--- src/rtl/gray_pkg.sv ---
`default_nettype none
// ============================================================================
// gray_pkg
//   Shared FSM encodings, sweep counter width and saturating-increment helper
//   for the Gray-code sweep controller.
//   Revision: 1.0
// ============================================================================
package gray_pkg;

  localparam int c_STATE_W = 2;

  localparam logic [c_STATE_W-1:0] c_ST_IDLE = 2'd0;
  localparam logic [c_STATE_W-1:0] c_ST_RUN  = 2'd1;
  localparam logic [c_STATE_W-1:0] c_ST_DONE = 2'd2;

  localparam int c_SWEEP_CNT_W = 8;

  function automatic logic [c_SWEEP_CNT_W-1:0] sat_inc(input logic [c_SWEEP_CNT_W-1:0] v);
    return (v == '1) ? v : v + 1'b1;
  endfunction

endpackage
`default_nettype wire

--- src/rtl/binary_to_gray.sv ---
`default_nettype none
// ============================================================================
// binary_to_gray
//   Purely combinational binary to reflected-Gray conversion.
//   Revision: 1.0
// ============================================================================
module binary_to_gray #(
  parameter int WIDTH = 4
) (
  input  logic [WIDTH-1:0] bin,
  output logic [WIDTH-1:0] gray
);

  assign gray = bin ^ (bin >> 1);

endmodule
`default_nettype wire

--- src/rtl/gray_sweep_ctrl.sv ---
`default_nettype none
// ============================================================================
// gray_sweep_ctrl
//   Sweeps a registered binary value from first to last (up or down, modulo
//   2^WIDTH) under valid/ready flow control, presenting its Gray code.
//   Revision: 1.0
// ============================================================================
module gray_sweep_ctrl
  import gray_pkg::*;
#(
  parameter int WIDTH = 4
) (
  input  logic                     clk,
  input  logic                     rst_n,
  input  logic                     start,
  input  logic                     dir,
  input  logic                     cont,
  input  logic [WIDTH-1:0]         first,
  input  logic [WIDTH-1:0]         last,
  input  logic                     abort,
  input  logic                     out_ready,
  output logic                     out_valid,
  output logic [WIDTH-1:0]         b_out,
  output logic [WIDTH-1:0]         g_out,
  output logic                     busy,
  output logic                     done,
  output logic [c_SWEEP_CNT_W-1:0] sweep_cnt
);

  logic [c_STATE_W-1:0]     r_state;
  logic [WIDTH-1:0]         r_b;
  logic [WIDTH-1:0]         r_first;
  logic [WIDTH-1:0]         r_last;
  logic                     r_dir;
  logic                     r_cont;
  logic [c_SWEEP_CNT_W-1:0] r_cnt;

  logic                     w_xfer;
  logic [WIDTH-1:0]         w_b_next;

  assign w_xfer   = out_valid & out_ready;
  // Natural WIDTH-bit overflow gives the modulo-2^WIDTH wrap in both directions.
  assign w_b_next = r_dir ? (r_b - 1'b1) : (r_b + 1'b1);

  always_ff @(posedge clk) begin
    if (!rst_n) begin
      r_state <= c_ST_IDLE;
      r_b     <= '0;
      r_first <= '0;
      r_last  <= '0;
      r_dir   <= 1'b0;
      r_cont  <= 1'b0;
      r_cnt   <= '0;
    end else begin
      case (r_state)
        c_ST_IDLE: begin
          if (start) begin
            r_first <= first;
            r_last  <= last;
            r_dir   <= dir;
            r_cont  <= cont;
            r_b     <= first;
            r_cnt   <= '0;
            r_state <= c_ST_RUN;
          end
        end
        c_ST_RUN: begin
          // Abort wins over a coincident transfer: no step, no count update.
          if (abort) begin
            r_state <= c_ST_IDLE;
          end else if (w_xfer) begin
            if (r_b == r_last) begin
              r_cnt <= sat_inc(r_cnt);
              if (r_cont) begin
                r_b <= r_first;
              end else begin
                r_state <= c_ST_DONE;
              end
            end else begin
              r_b <= w_b_next;
            end
          end
        end
        c_ST_DONE: begin
          r_state <= c_ST_IDLE;
        end
        default: begin
          r_state <= c_ST_IDLE;
        end
      endcase
    end
  end

  binary_to_gray #(
    .WIDTH(WIDTH)
  ) u_b2g (
    .bin  (r_b),
    .gray (g_out)
  );

  assign out_valid = (r_state == c_ST_RUN);
  assign done      = (r_state == c_ST_DONE);
  assign busy      = (r_state != c_ST_IDLE);
  assign b_out     = r_b;
  assign sweep_cnt = r_cnt;

endmodule
`default_nettype wire

--- config.mk ---
export PLATFORM = sky130hd
export DESIGN_NAME = gray_sweep_ctrl
export DESIGN_NICKNAME = d
export VERILOG_FILES = /design/src/rtl/gray_pkg.sv /design/src/rtl/binary_to_gray.sv /design/src/rtl/gray_sweep_ctrl.sv
export SDC_FILE = /design/constraint.sdc
export NUM_CORES = 1
export LEC_CHECK = 0
export CAP_MARGIN = 0
export CORE_MARGIN = 3
export CORE_UTILIZATION = 43
export DETAILED_ROUTE_END_ITERATION = 6
export MAX_ROUTING_LAYER = met4
export PLACE_DENSITY = 0.75
export SLEW_MARGIN = 20
export SYNTH_ARGS = -nofsm -noshare
export SYNTH_HDL_FRONTEND = slang
export SYNTH_HIERARCHICAL = 1
export SYNTH_SLANG_ARGS = --single-unit
--- constraint.sdc ---
create_clock -name clk -period 1.8 [get_ports clk]
set_input_delay 0.36 -clock clk [delete_from_list [all_inputs] [get_ports clk]]
set_output_delay 0.36 -clock clk [all_outputs]
set_load 0.02 [all_outputs]
==> results_dict.tcl <==
set metrics [dict create \
    status "finished, final reports clean" \
    arrival_ns 1.37 \
    criticalPathCategory "flop to primary output" \
    crit_buf_inv 1 \
    async_flop_share_pct 0 \
    multi_input_area_um2 763 \
    layout-drive-gt1-share_pct 15.6 \
    syn_to_final_growth_pct 38.6 \
    ant_nets 0 \
    htreeDepth 1 \
    num_rows 19 \
    die_area_um2 3690 \
    slew_violations 0 \
    cts_setup_buffers 0 \
    ys_types 44 \
    maxCapViolCount 0 \
    n_fill_cell 251 \
    grt_pass1_wl_um 5260 \
    die_h_um 60.7 \
    io_buffers 33 \
    clock.fmax_mhz 577 \
    cts_max_path_buffers 2 \
    muxShareOfSynthArea_pct 1.55 \
    maxSlewHeadroom_pct 74.1 \
    power.leakage_uw 0.000830 \
    critPathSlowestCell "clkdlybuf4s50_1" \
    dr.pass1.iters 4 \
    cts_tree "built" \
    cpLargestDelayFamily "buffers and inverters" \
    synth-compound-area-share_pct 19.2 \
    grt_max_degree 14 \
    gr-usage-all-layers_pct 19.6 \
    die-width_um 60.7 \
    setup_ws_ns 0.0678 \
    synth_edf_count 0 \
    yosysSeqAreaShare_pct 37.3 \
    antenna_found_initial 0 \
    dp_hpwl_um 2420 \
    synthXorXnorAreaFrac_pct 6.80 \
    wl_per_cell_um 13.6 \
    syn_inst 156 \
    grt_overflow_total 0 \
    netlist_area_um2 1290 \
    period_minus_slack_ns 1.73 \
    synth_flop_cell "dfxtp_1" \
    yosys.area_share.simple_pct 25.8 \
    crit_path_end_kind "primary output" \
    cpPeakStageDelay_ns 0.63 \
    pre_cts_slack_ns -0.191 \
    crit_path_cell_trace "clkdlybuf4s50_1" \
    tightest_slew_ns 0.388 \
    synth_area_per_cell_um2 8.25 \
    routed_via_density 5.37 \
    cp.required_ns 1.44 \
    num_antenna_cells 0 \
    nets 219 \
    pin_count 34 \
    hold_viol 0 \
    gp_congestion 0.781 \
    path_clk_slew_ns 0.13 \
    drt_wl_total_um 3130 \
    crit_path_max_fanout 6 \
    ys_ff_latch 24 \
    powerDensity_nw_per_um2 717 \
    drcViolationCount 0 \
    core_um2 2810 \
    vias 1234 \
    grt_pass1_vias 1216 \
    seq_area_um2 488 \
    finalCritPeriodShare_pct 96.2 \
    grt_setup_unrepaired "false" \
    finClkSkew_ns 0.00220 \
    startpoint_type "flop" \
    final_cell_area_um2 1780 \
    cts_made_buffers 3 \
    hold_class "flop to flop" \
    root_buffer "clkbuf_4" \
    setup_viol 0 \
    clk_latency_ns 0.31 \
    vdd_drop_max_mv 0.408 \
    place_area_um2 1720 \
    synth_top_family_by_area "simple AND/OR/NAND/NOR gates" \
    initial_core_util_pct 45.9 \
    synth-adder-area-share_pct 4.47 \
    cts.sinks 24 \
    drt_iter0_markers 32 \
    yosys_warnings 6 \
    synthesis.nets 175 \
]
[cell type report]
class | instances | share of cell area (%)
clock buffer | 4 | 2.03
inverter | 6 | 1.26
multi-input combinational | 119 | 42.8
sequential | 24 | 27.3
tap | 31 | 2.17
timing repair buffer | 46 | 24.4
[cells in the mapped netlist, types with 2 or more instances]
master,n,area [µm²]
a31oi_1,2,12.5
nand2_1,33,124
buf_2,2,10.0
ha_1,3,37.5
nor2_1,7,26.3
o211ai_1,3,22.5
a21o_1,2,15.0
o21ai_0,7,35.0
or3b_1,2,17.5
mux2i_1,2,20.0
clkbuf_1,3,11.3
dfxtp_1,24,480
xnor2_1,5,43.8
inv_1,5,18.8
nand3_1,6,30.0
xor2_1,5,43.8
a21oi_1,15,75.1
and3_1,3,18.8
a21boi_1,2,15.0
[where the power goes]
part,total (µW),switching (µW),leakage (µW),internal (µW)
clock,286,162,0.0000210,124
sequential,595,33.7,0.000198,561
combinational,397,209,0.000610,188
total,1280,405,0.000830,873
[layout by cell type (no fill, tap or decap), types with 6 or more instances in the layout]
| cell | n |
|---|---|
| dfxtp_1 | 18 |
| buf_4 | 13 |
| nand2_1 | 33 |
| clkdlybuf4s50_1 | 21 |
| dlymetal6s2s_1 | 6 |
| dlygate4sd2_1 | 6 |
| o21ai_0 | 7 |
| dfxtp_2 | 6 |
| nor2_1 | 7 |
| a21oi_1 | 15 |
[cell families after synthesis]
logic type	after synthesis
XOR/XNOR	10
adder cells (fa/ha/maj)	4
buffers and inverters	13
flip-flops	24
multiplexers	2
AND/OR/NAND/NOR	64
AO/OA/AOI/OAI	39
[routing by layer]
| layer | routed length (µm) | up-vias | GRT usage, % |
|---|---|---|---|
| li1 | - | 626 | - |
| met1 | 1400 | 576 | 24.5 |
| met2 | 1540 | 28 | 32.4 |
| met3 | 143 | 4 | 1.91 |
| met4 | 49 | 0 | 7.43 |
| met5 | 0 | - | - |
[stage by stage]
step | setup TNS (ns) | utilization [%] | power, µW | cells | hold WS [ns]
2_1_floorplan | 0 | - | 845 | 156 | 0.436
3_3_place_gp | -0.680 | 61.2 | 1000 | 226 | 0.448
3_5_place_dp | -1.48 | 61.2 | 1010 | 226 | 0.455
4_1_cts | 0 | 62.4 | 1280 | 230 | 0.473
5_1_grt | 0 | 63.6 | 1360 | 230 | 0.502
6_report | 0 | 63.6 | 1280 | 230 | 0.468
[final timing paths]
kind / slack [ns] / from / end / cells after the start
worst min register to register: 0.47 / r_first[0]$_SDFFE_PN0P_ / r_first[0]$_SDFFE_PN0P_ / 2
worst min-delay path: 0.47 / r_first[0]$_SDFFE_PN0P_ / r_first[0]$_SDFFE_PN0P_ / 2
worst max register to register: 0.09 / sweep_cnt[1]$_SDFFE_PN0P_ / sweep_cnt[7]$_SDFFE_PN0P_ / 6
worst max-delay path: 0.07 / b_out[2]$_SDFFE_PN0P_ / b_out[2] / 1
[state kept, by name, summed over array words and instances (netlist names)]
name / cells
sweep_cnt: 8
b_out: 4
r_first: 4
r_last: 4
r_state: 2
r_cont: 1
r_dir: 1
[what timing repair did]
item                       4_1_cts  5_1_grt
setup endpoints to repair        7       14
gates resized for setup          8       10
pin swaps                        0        1
hold buffers                     0        0
Power figures use the tool's default switching activity.
